--- config.mk ---
export PLATFORM = sky130hd
export DESIGN_NAME = alu_trace_capture
export DESIGN_NICKNAME = d
export VERILOG_FILES = /design/src/rtl/alu_trace_capture.sv
export SDC_FILE = /design/constraint.sdc
export NUM_CORES = 1
export LEC_CHECK = 0
export BUFFER_PORTS_ARGS = -buffer_cell sky130_fd_sc_hd__buf_2
export CAP_MARGIN = 20
export CORE_MARGIN = 3
export CORE_UTILIZATION = 60
export CTS_CLUSTER_SIZE = 10
export DETAILED_ROUTE_END_ITERATION = 16
export PLACE_DENSITY_LB_ADDON = 0.05
export SLEW_MARGIN = 0
export SYNTH_ARGS = -nofsm -noshare
export SYNTH_HDL_FRONTEND = slang
export SYNTH_SLANG_ARGS = --single-unit
--- constraint.sdc ---
create_clock -name Clock -period 9.3 [get_ports Clock]
set_input_delay 1.86 -clock Clock [delete_from_list [all_inputs] [get_ports Clock]]
set_output_delay 1.86 -clock Clock [all_outputs]
set_load 0.02 [all_outputs]
--- src/rtl/alu_trace_capture.sv ---
// ---------------------------------------------------------------------------
// alu_trace_capture
//
// Purpose:
//   On-chip triggerable circular trace buffer for the MicroProcessor result
//   bus. After an arm pulse, samples of aluOut are recorded into a DEPTH-entry
//   ring. A masked compare fires the trigger, POST_TRIG further qualified
//   samples are stored, then the block freezes in DONE. In DONE the oldest
//   entries can be popped one per rd_en.
//
// Ports:
//   Clock       in   rising-edge clock
//   Reset       in   synchronous active-high reset
//   aluOut      in   [DATA_W]  observed ALU result
//   arm         in   single-cycle pulse, starts a new capture (IDLE/DONE only)
//   mode        in   0 = sample every cycle, 1 = sample only on change
//   trig_mask   in   [DATA_W]  bits taking part in the trigger compare
//   trig_value  in   [DATA_W]  trigger compare value
//   rd_en       in   pop oldest entry, honoured only in DONE
//   rd_data     out  [DATA_W]  popped entry (registered)
//   rd_ts       out  [TS_W]    popped timestamp (ALU_TRACE_TIMESTAMP_EN only)
//   rd_valid    out  one-cycle strobe, one cycle after an honoured rd_en
//   state       out  [2]  IDLE=0, ARMED=1, CAPTURE=2, DONE=3
//   count       out  [clog2(DEPTH)+1]  entries currently held
//   overflow    out  sticky, an entry was overwritten since the last arm
//   done        out  state == DONE
//
// Optional feature:
//   `define ALU_TRACE_TIMESTAMP_EN adds a TS_W cycle counter (cleared on arm),
//   stores its value with each entry and exposes it on rd_ts.
// ---------------------------------------------------------------------------
module alu_trace_capture #(
    parameter int DATA_W    = 64,
    parameter int DEPTH     = 16,
    parameter int POST_TRIG = 4,
    parameter int TS_W      = 16
) (
    input  logic                       Clock,
    input  logic                       Reset,
    input  logic [DATA_W-1:0]          aluOut,
    input  logic                       arm,
    input  logic                       mode,
    input  logic [DATA_W-1:0]          trig_mask,
    input  logic [DATA_W-1:0]          trig_value,
    input  logic                       rd_en,
    output logic [DATA_W-1:0]          rd_data,
`ifdef ALU_TRACE_TIMESTAMP_EN
    output logic [TS_W-1:0]            rd_ts,
`endif
    output logic                       rd_valid,
    output logic [1:0]                 state,
    output logic [$clog2(DEPTH):0]     count,
    output logic                       overflow,
    output logic                       done
);

    localparam int PTR_W = $clog2(DEPTH);
    localparam int CNT_W = PTR_W + 1;

    typedef enum logic [1:0] {
        IDLE    = 2'd0,
        ARMED   = 2'd1,
        CAPTURE = 2'd2,
        DONE    = 2'd3
    } stateT;

    stateT              stateQ;
    stateT              stateNext;
    logic [DATA_W-1:0]  traceMem [DEPTH];
    logic [PTR_W-1:0]   wrPtr;
    logic [PTR_W-1:0]   rdPtr;
    logic [PTR_W-1:0]   postCnt;
    logic               firstSample;
    logic [DATA_W-1:0]  lastVal;

    logic               trigHit;
    logic               qualified;
    logic               doArm;
    logic               doWrite;
    logic               doRead;
    logic               postLoad;
    logic               postDec;

`ifdef ALU_TRACE_TIMESTAMP_EN
    logic [TS_W-1:0]    tsCnt;
    logic [TS_W-1:0]    tsMem [DEPTH];
`endif

    assign state = stateQ;
    assign done  = (stateQ == DONE);

    // Trigger compares only the masked bits. A sample qualifies every cycle in
    // mode 0; in mode 1 only when it differs from the last stored entry, with
    // the first sample after arm always accepted since nothing is stored yet.
    assign trigHit   = ((aluOut ^ trig_value) & trig_mask) == '0;
    assign qualified = !mode || firstSample || (aluOut != lastVal);

    // State register; reset overrides everything, including an active capture.
    always_ff @(posedge Clock) begin
        if (Reset) begin
            stateQ <= IDLE;
        end else begin
            stateQ <= stateNext;
        end
    end

    // Next-state and datapath control. The triggering sample is written even
    // when it would not qualify in mode 1. In CAPTURE the write that brings
    // the post counter to zero also moves to DONE on the same edge. In DONE,
    // arm beats a simultaneous rd_en, and reads of an empty buffer are dropped.
    always_comb begin
        stateNext = stateQ;
        doArm     = 1'b0;
        doWrite   = 1'b0;
        doRead    = 1'b0;
        postLoad  = 1'b0;
        postDec   = 1'b0;
        case (stateQ)
            IDLE: begin
                if (arm) begin
                    doArm     = 1'b1;
                    stateNext = ARMED;
                end
            end
            ARMED: begin
                if (trigHit) begin
                    doWrite = 1'b1;
                    if (POST_TRIG == 0) begin
                        stateNext = DONE;
                    end else begin
                        postLoad  = 1'b1;
                        stateNext = CAPTURE;
                    end
                end else if (qualified) begin
                    doWrite = 1'b1;
                end
            end
            CAPTURE: begin
                if (qualified) begin
                    doWrite = 1'b1;
                    postDec = 1'b1;
                    if (postCnt == PTR_W'(1)) begin
                        stateNext = DONE;
                    end
                end
            end
            DONE: begin
                if (arm) begin
                    doArm     = 1'b1;
                    stateNext = ARMED;
                end else if (rd_en && (count != '0)) begin
                    doRead = 1'b1;
                end
            end
            default: stateNext = IDLE;
        endcase
    end

    // Trace storage has no reset so it can map onto plain RAM; entries are
    // only ever read after being written in the current capture.
    always_ff @(posedge Clock) begin
        if (doWrite) begin
            traceMem[wrPtr] <= aluOut;
`ifdef ALU_TRACE_TIMESTAMP_EN
            tsMem[wrPtr]    <= tsCnt;
`endif
        end
    end

    // Pointers, occupancy and read port. When the ring is full a write pushes
    // out the oldest entry, so the read pointer follows the write pointer and
    // count stays pinned at DEPTH while overflow latches.
    always_ff @(posedge Clock) begin
        if (Reset) begin
            wrPtr       <= '0;
            rdPtr       <= '0;
            count       <= '0;
            overflow    <= 1'b0;
            rd_data     <= '0;
            rd_valid    <= 1'b0;
            postCnt     <= '0;
            firstSample <= 1'b1;
            lastVal     <= '0;
        end else begin
            rd_valid <= 1'b0;
            if (doArm) begin
                wrPtr       <= '0;
                rdPtr       <= '0;
                count       <= '0;
                overflow    <= 1'b0;
                firstSample <= 1'b1;
            end
            if (doWrite) begin
                wrPtr       <= wrPtr + PTR_W'(1);
                lastVal     <= aluOut;
                firstSample <= 1'b0;
                if (count == CNT_W'(DEPTH)) begin
                    rdPtr    <= rdPtr + PTR_W'(1);
                    overflow <= 1'b1;
                end else begin
                    count <= count + CNT_W'(1);
                end
            end
            if (postLoad) begin
                postCnt <= PTR_W'(POST_TRIG);
            end else if (postDec) begin
                postCnt <= postCnt - PTR_W'(1);
            end
            if (doRead) begin
                rd_data  <= traceMem[rdPtr];
                rd_valid <= 1'b1;
                rdPtr    <= rdPtr + PTR_W'(1);
                count    <= count - CNT_W'(1);
            end
        end
    end

`ifdef ALU_TRACE_TIMESTAMP_EN
    // Free-running cycle counter restarted by arm; the stored stamp is the
    // counter value at the write edge. rd_ts moves together with rd_data.
    always_ff @(posedge Clock) begin
        if (Reset) begin
            tsCnt <= '0;
            rd_ts <= '0;
        end else begin
            if (doArm) begin
                tsCnt <= '0;
            end else begin
                tsCnt <= tsCnt + TS_W'(1);
            end
            if (doRead) begin
                rd_ts <= tsMem[rdPtr];
            end
        end
    end
`endif

endmodule
==> impl_results.md <==
- Status: finished, final reports clean
- HPWL Detailed: about 68000 µm
- Sequential-to-total area share from yosys stat: 0.737
- Final setup TNS: 0 ns
- Mapped Nets: approximately 2500
- Share of cells above drive strength 1: 0.300
- Area of the multi-input gates: 11500 µm²
- Reg area: ~34000 µm²
- Final WL: roughly 110000 µm
- Total clock sinks: approximately 1200
- Vias in the first global route: about 24000
- Reg-to-reg critical path startpoint: lastVal[32]$_SDFFE_PP0P_
- Clock Tree Root: clkbuf_16
- Crit Path Category: input port to flop
- Stages on worst setup path: 10
- CP Capture Type: flop
- CP cell instances: buf_2 > xor2_1 > a22oi_1 > nand4_1 > nor4_2 > nand2_1 > a21oi_4 > nand2_1 > nor2_4 > buf_4
- Port bufs: 270
- Top sig layer: met5
- Chip height: around 280 µm
- Clock latency reported for the late side of the worst-skew pair: about 0.71 ns
- Final setup violation count: 0
- Fillers: roughly 4700
- Nets: 2849
- WL met2: about 56000 µm
- Largest net degree at the start of global routing: approximately 130
- Critical-path top delay cell: buf_4
- Skew final: 0.0170 ns
- Worst Path Arrival: 6.63 ns
- Worst slew margin: 0.246
- Reg2Reg Depth: 9
- First-pass GRT wire length: 167000 µm
- Wire length on met1: 46500 µm
- Syn Std Cell Area: between 40000 and 50000 µm²
- Worst hold path type: flop to flop
- Site Rows: 100
- Max-cap viol count: 0
- Max Clock Freq: 158 MHz
- Die footprint: between 70000 and 80000 µm²
- DR vias/cell: around 6.5
- Inst Count DP: 3469
- Final std cells w/o fill: roughly 3700
- Post-CTS setup buffer count: 0
- Worst-path clk slew: about 0.050 ns
- Worst Path Required: between 9 and 10 ns
- Final period utilization: 0.679
- CTS max path bufs: 3
- Tot GR Track Use: 0.295
- WL met3: slightly below 10000 µm
- Most frequent cell after synthesis: edfxtp_1
- Top post-synthesis cells by count: edfxtp_1 (1024), mux4_2 (320), dfxtp_1 (150)
- R2R Setup Slk: ~5.3 ns
- Crit-path max FO: 45
- Die width: ~280 µm
- Initial antenna violation count: 5
- TritonRoute pass-1 iters: 6
- Vias after detailed routing: 24200
- CTS tree: yes
- Ys async rst share: 0
- Routed Antenna Nets: 0
- CP Launch Type: input port
- GPL Wtd Cong: 0.839
- Cells after synthesis: 2297
- Worst slew pin tran: around 1.1 ns
- Worst Setup SP: aluOut[16]
- H-tree Lvls: 4
- Final Critical Period: 6.32 ns
- Most area-consuming cells after synthesis: edfxtp_1 (67%), mux4_2 (16%), dfxtp_1 (6.6%)
- Number of flops mapped to enable cells by yosys: between 1000 and 1500
- Crit path to: traceMem[14][30]$_DFFE_PP_
- GRT Residual Overflow: 0
- Max incr delay on CP: between 0.8 and 0.9 ns
- Yosys reg bits: between 1000 and 1500
- Initial core utilization: 0.610
- Pleak: ~0.017 µW
- Avg Cell Area, Syn: roughly 20 µm²
- Final Max Slew Viols: 0
- Most used cell, CP: nand2_1
- DRC viols: 0
- Post-cts gate resize count: 0
- Final Hold Violating Endpoints: 0
- Worst path bufs/invs: 2
- Core footprint: around 75000 µm²
- Family with the most delay on the worst path: simple AND/OR/NAND/NOR gates
- HP Start: rd_data[47]$_SDFFE_PP0P_
- DR WL/cell: between 30 and 40 µm
- CTS buffer count: 135
- PwrDens: about 230 nW/µm²
- R2r endpoint: traceMem[14][30]$_DFFE_PP_
- IR drop worst, VDD: roughly 0.14 mV
- Unique cell type count in the Yosys netlist: between 50 and 60
- # IOs: around 270
- Top_reg_cell synth: edfxtp_1
- Post-synth top area cell: edfxtp_1
- Starting DRT DRC Count: 2774
- Synth Warn #: 0
- Synth-to-Final Area Change: 14.7%
- Proportion of netlist area held by the largest area contributor: 0.672
- RSZ-0062 raised after global routing: no
- Hold-fix buffers, CTS: 0
## sequential cells by signal (all words and copies together), names as in the netlist
| signal | flops |
|---|---|
| count | 5 |
| firstSample | 1 |
| lastVal | 64 |
| overflow | 1 |
| postCnt | 4 |
| rdPtr | 4 |
| rd_data | 64 |
| rd_valid | 1 |
| state | 2 |
| traceMem | 1024 |
| wrPtr | 4 |
## routing by layer
layer  up-vias  global-route usage
met4         6              0.0791
met5         -                   0
met1     12800               0.433
met2      1198               0.469
met3       162              0.0531
li1       9996                   -
## worst min-delay path, cell delays in order, from the launching register on
cell     delay [ns]
dfxtp_1        0.30
nand2_1        0.05
a21oi_1        0.05
## cells by family after synthesis
logic type | after synthesis | share of synthesized area
AO/OA/AOI/OAI | 146 | 0.0204
XOR/XNOR | 116 | 0.0222
adder cells (fa/ha/maj) | 12 | 0.00328
buffers and inverters | 143 | 0.0137
flip-flops | 1174 | 0.737
multiplexers | 388 | 0.172
AND/OR/NAND/NOR | 318 | 0.0310
## final cells by class
type | instances | area share
inverter | 26 | 0.00191
multi-input combinational | 980 | 0.220
antenna | 1 | 0.0000476
timing repair buffer | 323 | 0.0372
clock buffer | 234 | 0.0728
tap | 969 | 0.0231
sequential | 1174 | 0.643
clock inverter | 10 | 0.00229
## power breakdown
part           total (µW)  internal, µW  leakage, µW  switching [µW]
combinational        1300           509      0.00474             789
clock                4750          2780      0.00187            1970
sequential           6110          6000       0.0104             113
total               12200          9290       0.0170            2870
## worst min path at each step
stage / slack (ns) / cells after the start / endpoint
2_1_floorplan: 0.46 / 2 / firstSample$_SDFFE_PP1P_
3_3_place_gp: 0.44 / 2 / rd_data[48]$_SDFFE_PP0P_
3_5_place_dp: 0.44 / 2 / rd_data[56]$_SDFFE_PP0P_
4_1_cts: 0.45 / 2 / rd_data[56]$_SDFFE_PP0P_
5_1_grt: 0.47 / 2 / rd_data[47]$_SDFFE_PP0P_
6_report: 0.45 / 2 / rd_data[47]$_SDFFE_PP0P_
## metrics by stage
step,hold slack [ns],total power [µW],setup WS [ns],util,instance area [µm²]
2_1_floorplan,0.459,7050,0.899,-,45800
3_3_place_gp,0.442,7460,2.22,0.645,48400
3_5_place_dp,0.443,7510,2.18,0.646,48500
4_1_cts,0.450,12200,2.91,0.699,52500
5_1_grt,0.467,12600,2.85,0.700,52500
6_report,0.451,12200,2.98,0.700,52500
## cells in the final DEF, fill, tap and decap left out, types with 5 or more instances in the layout
cell | synthesis | final
buf_4 | 2 | 40
buf_12 | 0 | 8
clkbuf_16 | 0 | 138
buf_16 | 0 | 5
mux2i_1 | 65 | 65
nand4_1 | 14 | 14
inv_1 | 25 | 24
nand2b_1 | 5 | 5
mux4_2 | 320 | 320
nor2_1 | 89 | 77
ha_1 | 12 | 12
a31oi_1 | 5 | 5
buf_2 | 24 | 269
o22ai_1 | 5 | 5
nand2_1 | 148 | 148
nor4_1 | 9 | 9
dfxtp_1 | 150 | 147
edfxtp_1 | 1024 | 1024
nor2_4 | 0 | 12
a22oi_1 | 32 | 32
a21oi_1 | 74 | 74
nor3_1 | 10 | 6
xnor2_1 | 6 | 6
xor2_1 | 110 | 110
nor2b_1 | 14 | 14
nand3_1 | 6 | 6
clkinv_8 | 0 | 5
clkbuf_1 | 73 | 95
No activity file was read; power rests on OpenSTA's default activity.
